===== src/rtl/tcp_tx_pkg.sv =====
// Shared types and constants for the SiTCP transmit arbiter.
package tcp_tx_pkg;

    typedef enum logic [2:0] {
        ST_IDLE    = 3'd0,
        ST_HDR0    = 3'd1,
        ST_HDR1    = 3'd2,
        ST_HDR2    = 3'd3,
        ST_PAYLOAD = 3'd4,
        ST_TRL_H   = 3'd5,
        ST_TRL_L   = 3'd6,
        ST_FLUSH   = 3'd7
    } tx_state_e;

    // Framing overhead wrapped around every granted packet.
    localparam int HDR_LEN = 3;
    localparam int TRL_LEN = 2;

    localparam logic [7:0]  HDR_SYNC_DEFAULT = 8'hA5;
    localparam logic [15:0] CNT_MAX          = 16'hFFFF;

    // Payload byte counter increment that sticks at all-ones instead of wrapping.
    function automatic logic [15:0] sat_inc(input logic [15:0] v);
        return (v == CNT_MAX) ? v : v + 16'd1;
    endfunction

endpackage


===== src/rtl/tcp_tx_arbiter_rr.sv =====
// Combinational round-robin pick: first requester strictly after last_idx, cyclically.
module rr_arbiter #(
    parameter int N_SRC = 4
) (
    input  logic [N_SRC-1:0] req,
    input  logic [3:0]       last_idx,
    output logic [3:0]       grant_idx,
    output logic             grant_valid
);

    logic [N_SRC-1:0] hi_mask;
    logic [N_SRC-1:0] req_hi;

    // Requesters with an index above the last grant get first chance.
    for (genvar gi = 0; gi < N_SRC; gi++) begin : g_mask
        assign hi_mask[gi] = (4'(gi) > last_idx);
    end
    assign req_hi = req & hi_mask;

    // Lowest set bit of the upper group wins; otherwise wrap to the lowest requester.
    always_comb begin
        grant_idx   = last_idx;
        grant_valid = 1'b0;
        for (int i = N_SRC - 1; i >= 0; i--) begin
            if (req[i]) begin
                grant_idx   = 4'(i);
                grant_valid = 1'b1;
            end
        end
        for (int i = N_SRC - 1; i >= 0; i--) begin
            if (req_hi[i]) begin
                grant_idx = 4'(i);
            end
        end
    end

endmodule


===== src/rtl/tcp_tx_arbiter.sv =====
// Round-robin packet framer feeding the SiTCP TX FIFO write port.
module tcp_tx_arbiter
    import tcp_tx_pkg::*;
#(
    parameter int         N_SRC    = 4,
    parameter logic [7:0] HDR_SYNC = HDR_SYNC_DEFAULT
) (
    input  logic                 CLK_200M,
    input  logic                 SYS_RSTn,
    input  logic                 TCP_OPEN_ACK,
    input  logic                 FIFO_FULL,
    input  logic [N_SRC-1:0]     SRC_VALID,
    input  logic [N_SRC-1:0]     SRC_LAST,
    input  logic [8*N_SRC-1:0]   SRC_DATA,
    output logic [N_SRC-1:0]     SRC_RD,
    output logic [7:0]           TX_DATA,
    output logic                 TX_EN,
    output logic                 BUSY,
    output logic [3:0]           GRANT_ID,
    output logic                 PKT_DONE,
    output logic                 ABORT
);

    tx_state_e   state_reg, state_next;
    logic [3:0]  grant_reg, grant_next;
    logic [7:0]  seq_reg, seq_next;
    logic [15:0] cnt_reg, cnt_next;
    logic [7:0]  tx_data_reg, tx_data_next;
    logic        tx_en_reg, tx_en_next;
    logic        pkt_done_reg, pkt_done_next;
    logic        abort_reg, abort_next;
    logic        rd_en;

    logic [N_SRC-1:0] gnt_oh;
    logic             sel_valid;
    logic             sel_last;
    logic [7:0]       sel_data;
    logic [3:0]       arb_idx;
    logic             arb_valid;

    rr_arbiter #(.N_SRC(N_SRC)) u_rr (
        .req         (SRC_VALID),
        .last_idx    (grant_reg),
        .grant_idx   (arb_idx),
        .grant_valid (arb_valid)
    );

    // One-hot view of the granted source; ready only ever reaches that source.
    for (genvar gi = 0; gi < N_SRC; gi++) begin : g_src
        assign gnt_oh[gi] = (grant_reg == 4'(gi));
        assign SRC_RD[gi] = rd_en & gnt_oh[gi];
    end

    // Select the granted source's byte stream.
    always_comb begin
        sel_valid = 1'b0;
        sel_last  = 1'b0;
        sel_data  = 8'h00;
        for (int i = 0; i < N_SRC; i++) begin
            if (gnt_oh[i]) begin
                sel_valid = SRC_VALID[i];
                sel_last  = SRC_LAST[i];
                sel_data  = SRC_DATA[8*i +: 8];
            end
        end
    end

    // Next-state, framing byte and ready generation.
    always_comb begin
        state_next    = state_reg;
        grant_next    = grant_reg;
        seq_next      = seq_reg;
        cnt_next      = cnt_reg;
        tx_data_next  = tx_data_reg;
        tx_en_next    = 1'b0;
        pkt_done_next = 1'b0;
        abort_next    = 1'b0;
        rd_en         = 1'b0;

        case (state_reg)
            ST_IDLE: begin
                if (TCP_OPEN_ACK && arb_valid) begin
                    grant_next = arb_idx;
                    cnt_next   = 16'd0;
                    state_next = ST_HDR0;
                end
            end
            ST_HDR0, ST_HDR1, ST_HDR2, ST_TRL_H, ST_TRL_L: begin
                if (!TCP_OPEN_ACK) begin
                    abort_next = 1'b1;
                    state_next = ST_IDLE;
                end else if (!FIFO_FULL) begin
                    tx_en_next = 1'b1;
                    case (state_reg)
                        ST_HDR0: begin
                            tx_data_next = HDR_SYNC;
                            state_next   = ST_HDR1;
                        end
                        ST_HDR1: begin
                            tx_data_next = {4'h0, grant_reg};
                            state_next   = ST_HDR2;
                        end
                        ST_HDR2: begin
                            tx_data_next = seq_reg;
                            state_next   = ST_PAYLOAD;
                        end
                        ST_TRL_H: begin
                            tx_data_next = cnt_reg[15:8];
                            state_next   = ST_TRL_L;
                        end
                        default: begin
                            tx_data_next  = cnt_reg[7:0];
                            pkt_done_next = 1'b1;
                            seq_next      = seq_reg + 8'd1;
                            state_next    = ST_IDLE;
                        end
                    endcase
                end
            end
            ST_PAYLOAD: begin
                rd_en = ~FIFO_FULL & TCP_OPEN_ACK;
                if (!TCP_OPEN_ACK) begin
                    abort_next = 1'b1;
                    state_next = ST_FLUSH;
                end else if (rd_en && sel_valid) begin
                    tx_en_next   = 1'b1;
                    tx_data_next = sel_data;
                    cnt_next     = sat_inc(cnt_reg);
                    if (sel_last) begin
                        state_next = ST_TRL_H;
                    end
                end
            end
            ST_FLUSH: begin
                // Discard the rest of the abandoned packet so the producer stays framed.
                rd_en = 1'b1;
                if (sel_valid && sel_last) begin
                    state_next = ST_IDLE;
                end
            end
            default: state_next = ST_IDLE;
        endcase
    end

    // State and output registers; reset clears a packet in flight at once.
    always_ff @(posedge CLK_200M or negedge SYS_RSTn) begin
        if (!SYS_RSTn) begin
            state_reg    <= ST_IDLE;
            grant_reg    <= 4'(N_SRC - 1);
            seq_reg      <= 8'd0;
            cnt_reg      <= 16'd0;
            tx_data_reg  <= 8'd0;
            tx_en_reg    <= 1'b0;
            pkt_done_reg <= 1'b0;
            abort_reg    <= 1'b0;
        end else begin
            state_reg    <= state_next;
            grant_reg    <= grant_next;
            seq_reg      <= seq_next;
            cnt_reg      <= cnt_next;
            tx_data_reg  <= tx_data_next;
            tx_en_reg    <= tx_en_next;
            pkt_done_reg <= pkt_done_next;
            abort_reg    <= abort_next;
        end
    end

    assign TX_DATA  = tx_data_reg;
    assign TX_EN    = tx_en_reg;
    assign BUSY     = (state_reg != ST_IDLE);
    assign GRANT_ID = grant_reg;
    assign PKT_DONE = pkt_done_reg;
    assign ABORT    = abort_reg;

endmodule


===== config.mk =====
export PLATFORM = sky130hd
export DESIGN_NAME = tcp_tx_arbiter
export DESIGN_NICKNAME = d
export VERILOG_FILES = /design/src/rtl/tcp_tx_pkg.sv /design/src/rtl/tcp_tx_arbiter_rr.sv /design/src/rtl/tcp_tx_arbiter.sv
export SDC_FILE = /design/constraint.sdc
export NUM_CORES = 1
export LEC_CHECK = 0
export ABC_AREA = 1
export CAP_MARGIN = 20
export CORE_MARGIN = 1
export CORE_UTILIZATION = 55
export DETAILED_ROUTE_END_ITERATION = 10
export PLACE_DENSITY = 0.86
export SYNTH_ARGS = -nofsm -noshare
export SYNTH_HDL_FRONTEND = slang
export SYNTH_SLANG_ARGS = --single-unit

===== constraint.sdc =====
create_clock -name CLK_200M -period 3.5 [get_ports CLK_200M]
set_input_delay 0.7 -clock CLK_200M [delete_from_list [all_inputs] [get_ports CLK_200M]]
set_output_delay 0.7 -clock CLK_200M [all_outputs]
set_load 0.01 [all_outputs]

* Yosys cells after proc, flatten, opt, wreduce, memory -nomap -nowiden
Index checks and enable logic that the tools add are counted.
Word-level totals: register bits 42, output and inout bits 20, logic and storage cells 116, input bits 44
Operators by class: magnitude comparators 4, mux-type cells 56, equality and inequality tests 21, bitwise gates (word level) 8, $add $sub $neg 2, reductions and logical operators 17
Operator list (count):
- two-way mux 16 bit | 4
- two-way mux 8 bit | 8
- two-way mux 4 bit | 8
- one-hot mux 16 bit (2 select lines) | 1
- one-hot mux 8 bit (4 select lines) | 1
- one-hot mux 3 bit (4 select lines) | 2
- two-way mux 1 bit | 22
- two-way mux 3 bit | 7
- adder 16 x 1 -> 16 bit, second input constant | 1
- == test 16 bit, second input constant | 1
- one-hot mux 8 bit (2 select lines) | 1
- AND reduction 5 bit | 3
- != test 2 bit, second input constant | 7
- == test 3 bit, second input constant | 4
- != test 3 bit, second input constant | 3
- adder 8 x 1 -> 8 bit, second input constant | 1
- == test 4 x 2 -> 1 bit, second input constant | 2
- > comparator 1 x 4 -> 1 bit, first input constant | 2
- > comparator 2 x 4 -> 1 bit, first input constant | 2
- nonzero test 8 bit | 1
- == test 3 x 2 -> 1 bit, second input constant | 2
- OR reduction 6 bit | 1
- bitwise AND 1 bit | 5
- OR reduction 5 bit | 1
- other kinds (13) | 18

* Logic depth before layout (Yosys ltp)
Gate-level depths: netlist of the first run.
depth in word-level cells 9, depth in mapped cells 12

* By module
Synthesis of the first run repeated with hierarchy kept, for this count alone.
Unflattened totals: cells, all modules 462, area total of the unflattened synthesis 3061.7 um2
Modules (own cells, without submodules):
- tcp_tx_arbiter | cells an instance 435, times used 1, seq. area each 1053.5 um2, area an instance 2946.6 um2
- rr_arbiter | cells an instance 27, times used 1, seq. area each 0.0 um2, area an instance 115.1 um2

* Worst setup path before layout of the first run
OpenSTA, ideal clock, no wires.
path kind input to output, from input port TCP_OPEN_ACK, to output port SRC_RD[0], data required time 2.800 ns, setup slack 1.456 ns, data arrival time 1.344 ns, cell stages on the path 4, buffers on the path 0, cells stage by stage inv_1 nor2_2 a21oi_1 nor3_1
On the way: longest elaborated chain between the ends 3
RTL lines:
- start, declared | RTL line tcp_tx_arbiter.sv:10 | input logic TCP_OPEN_ACK,
- bitwise AND 1 bit | RTL line tcp_tx_arbiter.sv:121 | rd_en = ~FIFO_FULL & TCP_OPEN_ACK;
- one-hot mux 1 bit (2 select lines) | RTL line tcp_tx_arbiter.sv:80 | case (state_reg)
- bitwise AND 1 bit | RTL line tcp_tx_arbiter.sv:51 | assign SRC_RD[gi] = rd_en & gnt_oh[gi];
- end, declared | RTL line tcp_tx_arbiter.sv:15 | output logic [N_SRC-1:0] SRC_RD,
No other way between the ends.

* Worst setup path in the final report of the first run
Ends and elaborated chain as after synthesis.

==> out/metrics.cfg, run 1 <==
[run_status]
run_status=finished, final reports clean

[global_routing]
overflow=0
grt_start_max_net_pins=41
grt_pass1_vias=2668
groute.usage.overall_pct=28.68
global_route_wire_length_before_repair_um=12030
grt_antenna_before_repair=0

[synth]
synth-edff-count=0
netlist_area_um2=2899
number_of_synthesis_warnings=0
synth_largest_type_area_fraction_pct=32.80
dominantRegCellSynth=dfrtp_1
netlist-cell-type-count=37
synth_top_area_cell=dfrtp_1
synthesis.instances=426
postSynthAreaPerCell_um2=6.805
async_flop_share_pct=100.0
synth.most_common_cell=nand2_1
post_synthesis_sequential_area_ratio_pct=34.61
synth_area_leaders=dfrtp_1 33%, nand2_1 20%, nand3_1 7.8%, inv_1 4.3%, o21ai_0 4.1%
ys_top_cells_by_count=156 x nand2_1, 45 x nand3_1, 38 x dfrtp_1, 33 x inv_1, 32 x nor2_1
synth.ff_latch_count=40

[hold_path]
hold_path_startpoint=TX_DATA[2]
hold_class=reg2reg

[layout]
final_net_count=530
drive_gt1_share_pct=10.31
utilization_pct=70.75
total_area_of_sequential_cells_um2=1003
largest_register_ff_count=16
fillerInstances=435
final_instance_area_um2=3613
layoutNonFillerInstCount=555
diodes_inserted=0
multiInputGateArea_um2=1635
areaGrowthSynthToFinish_pct=24.64

[power]
power_switching_share_pct=45.34
power.net_switching_uw=957.8
share_of_total_power_in_the_clock_network_pct=18.9
totalPowerFinal_mw=2.113
peakVddDrop_mv=0.4541
power_leakage_nw=1.647
power.share.sequential_pct=31.8
power.density_nw_per_um2=584.7
internal-power_mw=1.155
p_comb_share_pct=49.3

[sta]
grt_setup_unrepaired=false
timing.final.max_slew_violations=0
timing.slew.headroom_pct=41.74
fin_crit_sh_pct=86.75
timing.hold.ws_ps=477.3
fin_worst_skew_ps=8.478
worst_slew_pin_slew_ps=873.9
setup-tns-final_ps=0
final-hold-violation-count=0
finalWorstSetupSlack_ps=463.8
final.min_clock_period_ps=3036
max_freq_ghz=0.3294
setup_violation_total_in_the_final_timing_report=0

[cts]
cts_tree=done
cts_inserted_buffers=5
cts_hold_buffers=0
tritoncts_num_sinks=40
clock_insertion_delay_worst_skew_ps=310
htreeDepth=2
clk_pin_slew_worst_paths_ps=80
post-cts-setup-buffers=0
clockBufferDepth=2
clock_tree.root_cell=clkbuf_8
cts_resized=0

[place]
portBuffers=61
post_dp_cell_area_um2=3498
place.detailed.instances=547
place_worst_setup_slack_ps=476.5
detailed_place_hpwl_um=5792
globalplace.congestion=0.8837

[floorplanning]
initial_utilization_pct=56.76
die_area_um2=5565
die_height_um=74.60
fp-row-count=26
io_pins=64
core-area_um2=5107
fp.dieW_um=74.60

[critical_path]
crit_path_max_fanout=8
timing.critical_path.mode_cell=clkdlybuf4s50_1
critPathCaptureType=output pin
path_buf_inv=3
setup.worst_path.start_class=input port
required_ps=2800
worstPathCellList=clkdlybuf4s50_1 -> inv_1 -> nor2_2 -> a21oi_1 -> nor3_1 -> clkdlybuf4s50_1
worst-endpoint-arrival_ps=2340
cpLargestDelayFamily=buffers and inverters
critical_path.reg2reg.startpoint=GRANT_ID[0]
critical_path.slowest_cell=clkdlybuf4s50_1
regToRegSetupSlack_ps=1230
crit_path_max_incr_delay_ps=600
crit_path_start=TCP_OPEN_ACK
timing.setup.critical_path_class=in2out

[route]
route.detailed.wl_per_inst_um=13.88
wirelength_um=7703
detailroute.via_count=3036
initialDrtViolationCount=235
drt_pass1_iterations=5
drt.antenna.violating_nets=0
route.detailed.vias_per_inst=5.470
drc=0

[flow_run]
drv.max_cap_violation_count=0

==> path summary, 6_finish.rpt <==
kind / cells after the start / to
max: 6 / SRC_RD[0]
min: 2 / TX_DATA[2]
max reg2reg: 10 / cnt_reg[11]
min reg2reg: 2 / TX_DATA[2]
max in group asynchronous: 1 / state_reg[0]
min in group asynchronous: 1 / TX_EN
==> placed cells by master, fill, tap and decap left out, types with 3 or more instances in the layout <==
cell type / synthesis / layout
or2_2: 3 / 3
o21ai_2: 10 / 10
inv_1: 33 / 33
dfrtp_1: 38 / 38
clkdlybuf4s50_1: 0 / 60
nor2_1: 32 / 32
inv_2: 6 / 6
a21oi_1: 11 / 11
nand2_2: 5 / 5
nor3_1: 10 / 10
nand2_1: 156 / 156
nor2_2: 3 / 3
nand3_1: 45 / 45
xor2_1: 6 / 6
o21ai_0: 24 / 24
clkbuf_8: 1 / 5
nand4_1: 7 / 7
==> cell type report <==
class,instances,area share (%)
clock inverters,3,1.281
inverters,40,4.190
repair buffers,63,17.17
well taps,70,2.424
clock buffers,5,1.904
multi-input cells,334,45.26
flip-flops and latches,40,27.77
==> worst min-delay path, stage by stage, from the launching register on <==
cell and delay [ps]:
dfrtp_1 350, nand2_1 50, nand2_1 50
==> power groups by stage <==
stage                     Clock, mW  Sequential [mW]  Combinational (mW)
after floorplan                   0            0.647               0.779
after global placement            0            0.675                1.01
after detailed placement          0            0.678                1.04
after CTS                     0.402            0.670                1.04
after global routing          0.422            0.686                1.16
final                         0.399            0.672                1.04
==> cells by family (layout without fill, tap and decap cells) <==
family	count (synthesis)	in the layout	share of synthesized area (%)
other cells	1	2	0.1294
flops	40	40	34.61
buf+inv	53	111	9.106
fa+ha+maj	2	2	0.8630
compound gates	54	54	11.87
simple gates	268	268	41.00
xor+xnor	8	8	2.417
==> per-layer routing <==
metal | up-vias | global-route usage (%) | wire length (µm)
li1 | 1493 | - | -
met1 | 1397 | 35.19 | 3140
met2 | 127 | 51.05 | 3786
met3 | 19 | 5.285 | 638
met4 | 0 | 8.595 | 139
met5 | - | 0 | 0
Power figures use the tool's default switching activity.
==> run 2: changes to the inputs <==
Settings changed: CAP_MARGIN 20 to 5, SLEW_MARGIN set to 10.
==> results of run 2 <==
Final layout, timing and power as in run 1 (identical DEF).
==> run 3: changes to the inputs <==
Settings changed: CTS_CLUSTER_DIAMETER set to 80, GPL_ROUTABILITY_DRIVEN set to 0.
==> results of run 3 <==
Final layout, timing and power as in run 1 (identical DEF).
